### config.mk
export PLATFORM = sky130hd
export DESIGN_NAME = stream_mux_nto1
export DESIGN_NICKNAME = d
export VERILOG_FILES = /design/src/rtl/cgra_pkg.sv /design/src/rtl/mux_nto1.sv /design/src/rtl/stream_mux_nto1.sv
export SDC_FILE = /design/constraint.sdc
export NUM_CORES = 1
export LEC_CHECK = 0
export ABC_CLOCK_PERIOD_IN_PS = 2700
export BUFFER_PORTS_ARGS = -buffer_cell sky130_fd_sc_hd__buf_2
export CAP_MARGIN = 20
export CORE_MARGIN = 2
export CORE_UTILIZATION = 30
export CTS_CLUSTER_DIAMETER = 200
export DETAILED_ROUTE_END_ITERATION = 12
export GPL_ROUTABILITY_DRIVEN = 0
export HOLD_SLACK_MARGIN = 0.02
export SLEW_MARGIN = 20
export SYNTH_ARGS = -nofsm -noshare
export SYNTH_HDL_FRONTEND = slang
export SYNTH_SLANG_ARGS = --single-unit
### constraint.sdc
create_clock -name clock -period 2.7 [get_ports clock]
set_input_delay 0.27 -clock clock [delete_from_list [all_inputs] [get_ports clock]]
set_output_delay 0.27 -clock clock [all_outputs]
set_load 0.03 [all_outputs]
### src/rtl/cgra_pkg.sv
// Shared constants and helpers for the CGRA interconnect blocks.
`ifndef CGRA_PKG_SV
`define CGRA_PKG_SV

// Channel i of a flattened bus of w-bit channels.
`define CGRA_CH(bus, i, w) bus[(i)*(w) +: (w)]

package cgra_pkg;

  localparam int DEF_WIDTH = 32;
  localparam int DEF_CNT_W = 16;

  function automatic int clog2(input int value);
    int result;
    int x;
    result = 0;
    x = value - 1;
    while (x > 0) begin
      result = result + 1;
      x = x >>> 1;
    end
    return result;
  endfunction

endpackage

`endif

### src/rtl/mux_nto1.sv
// Combinational N-to-1 channel selector over a flattened bus; out-of-range select yields 0.
module mux_nto1
  import cgra_pkg::*;
#(
  parameter int WIDTH = DEF_WIDTH,
  parameter int N_IN  = 5,
  localparam int SEL_W = clog2(N_IN)
) (
  input  logic [N_IN*WIDTH-1:0] in_data,
  input  logic [SEL_W-1:0]      sel,
  output logic [WIDTH-1:0]      out_data
);

  always_comb begin
    out_data = '0;
    for (int unsigned i = 0; i < N_IN; i++) begin
      if (sel == SEL_W'(i)) out_data = `CGRA_CH(in_data, i, WIDTH);
    end
  end

endmodule

### src/rtl/stream_mux_nto1.sv
// Registered N-to-1 stream selector with configured select, valid/ready handshakes
// on every channel, a full-throughput output register and a saturating beat counter.
module stream_mux_nto1
  import cgra_pkg::*;
#(
  parameter int WIDTH = DEF_WIDTH,
  parameter int N_IN  = 5,
  parameter int CNT_W = DEF_CNT_W,
  localparam int SEL_W = clog2(N_IN)
) (
  input  logic                  clock,
  input  logic                  reset,
  input  logic                  cfg_we,
  input  logic [SEL_W-1:0]      cfg_sel,
  output logic                  cfg_err,
  output logic [SEL_W-1:0]      cur_sel,
  input  logic [N_IN*WIDTH-1:0] in_data,
  input  logic [N_IN-1:0]       in_valid,
  output logic [N_IN-1:0]       in_ready,
  output logic [WIDTH-1:0]      out_data,
  output logic                  out_valid,
  input  logic                  out_ready,
  output logic [CNT_W-1:0]      xfer_cnt
);

  logic [SEL_W-1:0] sel;
  logic [WIDTH-1:0] mux_data;
  logic             can_take;
  logic             sel_valid;
  logic             acc;
  logic             cfg_ok;

  mux_nto1 #(
    .WIDTH (WIDTH),
    .N_IN  (N_IN)
  ) u_mux (
    .in_data  (in_data),
    .sel      (sel),
    .out_data (mux_data)
  );

  assign can_take = !out_valid || out_ready;
  assign cfg_ok   = {1'b0, cfg_sel} < (SEL_W+1)'(N_IN);
  assign cur_sel  = sel;

  // Ready is gated by reset so no upstream beat is consumed while it is asserted.
  always_comb begin
    in_ready  = '0;
    sel_valid = 1'b0;
    for (int unsigned i = 0; i < N_IN; i++) begin
      if (sel == SEL_W'(i)) begin
        in_ready[i] = can_take && !reset;
        sel_valid   = in_valid[i];
      end
    end
  end

  assign acc = sel_valid && can_take;

  always_ff @(posedge clock) begin
    if (reset) begin
      sel       <= '0;
      cfg_err   <= 1'b0;
      out_data  <= '0;
      out_valid <= 1'b0;
      xfer_cnt  <= '0;
    end else begin
      if (cfg_we) begin
        if (cfg_ok) sel     <= cfg_sel;
        else        cfg_err <= 1'b1;
      end
      if (acc) begin
        out_data  <= mux_data;
        out_valid <= 1'b1;
        if (xfer_cnt != '1) xfer_cnt <= xfer_cnt + 1'b1;
      end else if (out_ready) begin
        out_valid <= 1'b0;
      end
    end
  end

endmodule

==> metrics.cfg <==
[die]
design.core.area_um2 = 10700
start_util = 0.304
ios = 230
die_w_um = 108
dieArea_um2 = 11700
num_rows = 38
die_height_um = 108

[setup_path]
r2r_slack_ns = 0.46
critPathKind = reg -> reg
cp-endpoint = out_data[30]$_SDFFE_PP0P_
crit_arrival_ns = 2.45
cp_max_fo = 40
r2r_start = cur_sel[1]$_SDFFE_PP0P_
reg2reg_to = out_data[30]$_SDFFE_PP0P_
required_ns = 2.91
end_kind = register
start_kind = register
r2r_cells = 6
critical_path.startpoint = cur_sel[1]$_SDFFE_PP0P_

[sta]
slew_headroom = 0.530
finalCritPeriodShare = 0.831
fin_hold_ws_ns = 0.259
min_period_ns = 2.24
worst_slew_pin_slew_ns = 0.687
setup_violations = 0
drv_slew = 0
final_hold_viol_count = 0
fmax_mhz = 445
finalClockSkew_ns = 0.0151
setup-tns-final_ns = 0
rsz0062_at_grt = false

[global_routing]
grt_max_degree = 41
grt_usage = 0.171
grt_pass1_vias = 3411
grt_pass1_wl_mm = 15.9
gr-total-overflow = 0
antenna_found_initial = 0

[detailed_routing]
wirelength_mm = 10.4
num_vias = 3520
ant_nets = 0
drc = 0
via_per_inst = 5.17
drt_iter0_markers = 111
wire_per_inst_um = 15.3
first_pass_iters = 4

[run_status]
status = finished, final reports clean

[power_and_ir_drop]
peakVddDrop_mv = 0.200
pwr-share-clk = 0.252
power_frac_seq = 0.410
switching_share = 0.331
power.leakage_nw = 2.09
power.internal_mw = 1.48
comb_power_share = 0.338
switchingPower_mw = 0.733
p_per_area_nw_per_um2 = 481

[final_layout]
num-fill-cells = 1078
finalInstanceArea_um2 = 4600
fin_nets = 713
final_core_util = 0.430
antenna_cells = 0
syn_to_final_growth_pct = 41.4
final_cells = 681
drive_gt1_frac = 0.527

[synth]
syn_inst = 329
synth.yosys.seq_area_share = 0.326
syn_nets = 502
yosysUniqueCellTypes = 44
syn_avg_cell_area_um2 = 9.88
synth-warning-count = 0
synth_area_um2 = 3250
synth-seq-cells = 53

[clocking]
root_buffer = clkbuf_8
clock_sinks = 53
clock_latency_ns = 0.31
clock_path_buffers = 2
cts_htree_levels = 2
clk_pin_slew_ns = 0.09
cts_buffers = 5
cts_tree = built
cts_resized = 0
cts_setup_buffers = 0
cts_hold_buf = 0

[placement]
dp_hpwl_mm = 8.23
dpl-instance-area_um2 = 4480
port_buffers = 229
dpl.cell_count = 673

[job]
maxCapViolations = 0

[hold_path]
min_path_type = in -> reg

[worst min path at each step]
stage                         start  cells past startpoint                       to  slack (ns)
2_1_floorplan            cfg_sel[0]                      2  cur_sel[0]$_SDFFE_PP0P_        0.43
3_3_place_gp   cfg_err$_SDFFE_PP0P_                      2     cfg_err$_SDFFE_PP0P_        0.43
3_5_place_dp   cfg_err$_SDFFE_PP0P_                      2     cfg_err$_SDFFE_PP0P_        0.44
4_1_cts                  cfg_sel[0]                      3  cur_sel[0]$_SDFFE_PP0P_        0.25
5_1_grt                  cfg_sel[0]                      3  cur_sel[0]$_SDFFE_PP0P_        0.27
6_report                 cfg_sel[0]                      3  cur_sel[0]$_SDFFE_PP0P_        0.26
[synthesized netlist by cell type, drive strengths merged]
cell type  count  share of area
dfxtp         53           0.33
nor2          53          0.061
a211oi        32          0.074
a22oi         32          0.074
mux4          32           0.22
clkbuf        17          0.020
buf           14          0.029
nand2         14          0.017
nand3         11          0.017
a21oi          9          0.015
nor3           6          0.012
xor2           6          0.016
and3           5          0.011
nand4          5         0.0096
o21ai          5         0.0089
xnor2          5          0.013
nor4           3         0.0058
and4           2         0.0054
mux2           2         0.0069
nand2b         2         0.0038
nand3b         2         0.0046
nor2b          2         0.0038
nor4b          2         0.0073
o21a           2         0.0046
or3            2         0.0038
or4            2         0.0046
a2111oi        1         0.0027
clkinv         1         0.0012
ha             1         0.0038
inv            1         0.0012
o211ai         1         0.0023
o21bai         1         0.0023
o22ai          1         0.0038
or3b           1         0.0027
or4b           1         0.0031
[power by group through the flow]
| stage | Clock [mW] | Combinational, mW | Sequential [mW] |
|---|---|---|---|
| 2_1_floorplan | 0 | 0.350 | 1.07 |
| 3_3_place_gp | 0 | 0.745 | 0.923 |
| 3_5_place_dp | 0 | 0.758 | 0.925 |
| 4_1_cts | 0.581 | 0.758 | 0.908 |
| 5_1_grt | 0.618 | 0.820 | 0.917 |
| 6_report | 0.558 | 0.747 | 0.907 |
[flip-flops by register name (all words and copies together), names as in the netlist]
name / count
out_data: 32
xfer_cnt: 16
cur_sel: 3
cfg_err: 1
out_valid: 1
[logic make-up after synthesis]
| group | Yosys count | synth area share |
|---|---|---|
| multiplexers | 34 | 0.229 |
| adder cells (fa/ha/maj) | 1 | 0.00385 |
| flip-flops | 53 | 0.326 |
| AND/OR/NAND/NOR | 113 | 0.173 |
| buffers and inverters | 33 | 0.0512 |
| XOR/XNOR | 11 | 0.0296 |
| AO/OA/AOI/OAI | 84 | 0.187 |
[per-stage QoR]
stage	power, mW	setup slack [ns]
after detailed placement	1.68	0.420
after global routing	2.35	0.206
after CTS	2.25	0.397
after floorplan	1.42	0.192
final	2.21	0.455
after global placement	1.67	0.515
[area by class of cell]
| class | count | area (um^2) | area share |
|---|---|---|---|
| Timing Repair Buffer | 235 | 1200 | 0.262 |
| Inverter | 2 | 7.51 | 0.00163 |
| Sequential cell | 53 | 1060 | 0.231 |
| Clock buffer | 7 | 86.3 | 0.0188 |
| Multi-Input combinational cell | 243 | 2030 | 0.442 |
| Tap cell | 140 | 175 | 0.0381 |
| Clock inverter | 1 | 30.0 | 0.00653 |
[cell usage in the layout (no fill, tap or decap), types with 3 or more instances in the layout]
cell type / count
a211oi_1: 32
a21oi_1: 8
a22oi_1: 32
and3_1: 4
buf_2: 229
buf_4: 5
clkbuf_8: 6
dfxtp_1: 51
mux4_2: 32
nand2_1: 13
nand3_1: 11
nand4_1: 5
nor2_1: 53
nor3_1: 4
nor4_1: 3
o21ai_0: 4
xnor2_1: 5
xor2_1: 6
[critical path, cell delays in order, from the launching register on]
cell	delay, ns
dfxtp_2	0.50
mux2_1	0.18
and3_4	0.20
o21a_2	0.51
buf_4	0.45
nor2_1	0.07
a211oi_1	0.22
[layer usage]
metal,vias up,track usage,wire (um)
met4,0,0.0467,155
met2,158,0.305,5350
met1,1654,0.204,4070
li1,1695,-,-
met5,-,0,0
met3,13,0.0422,818
(Power assumes the default switching activity.)
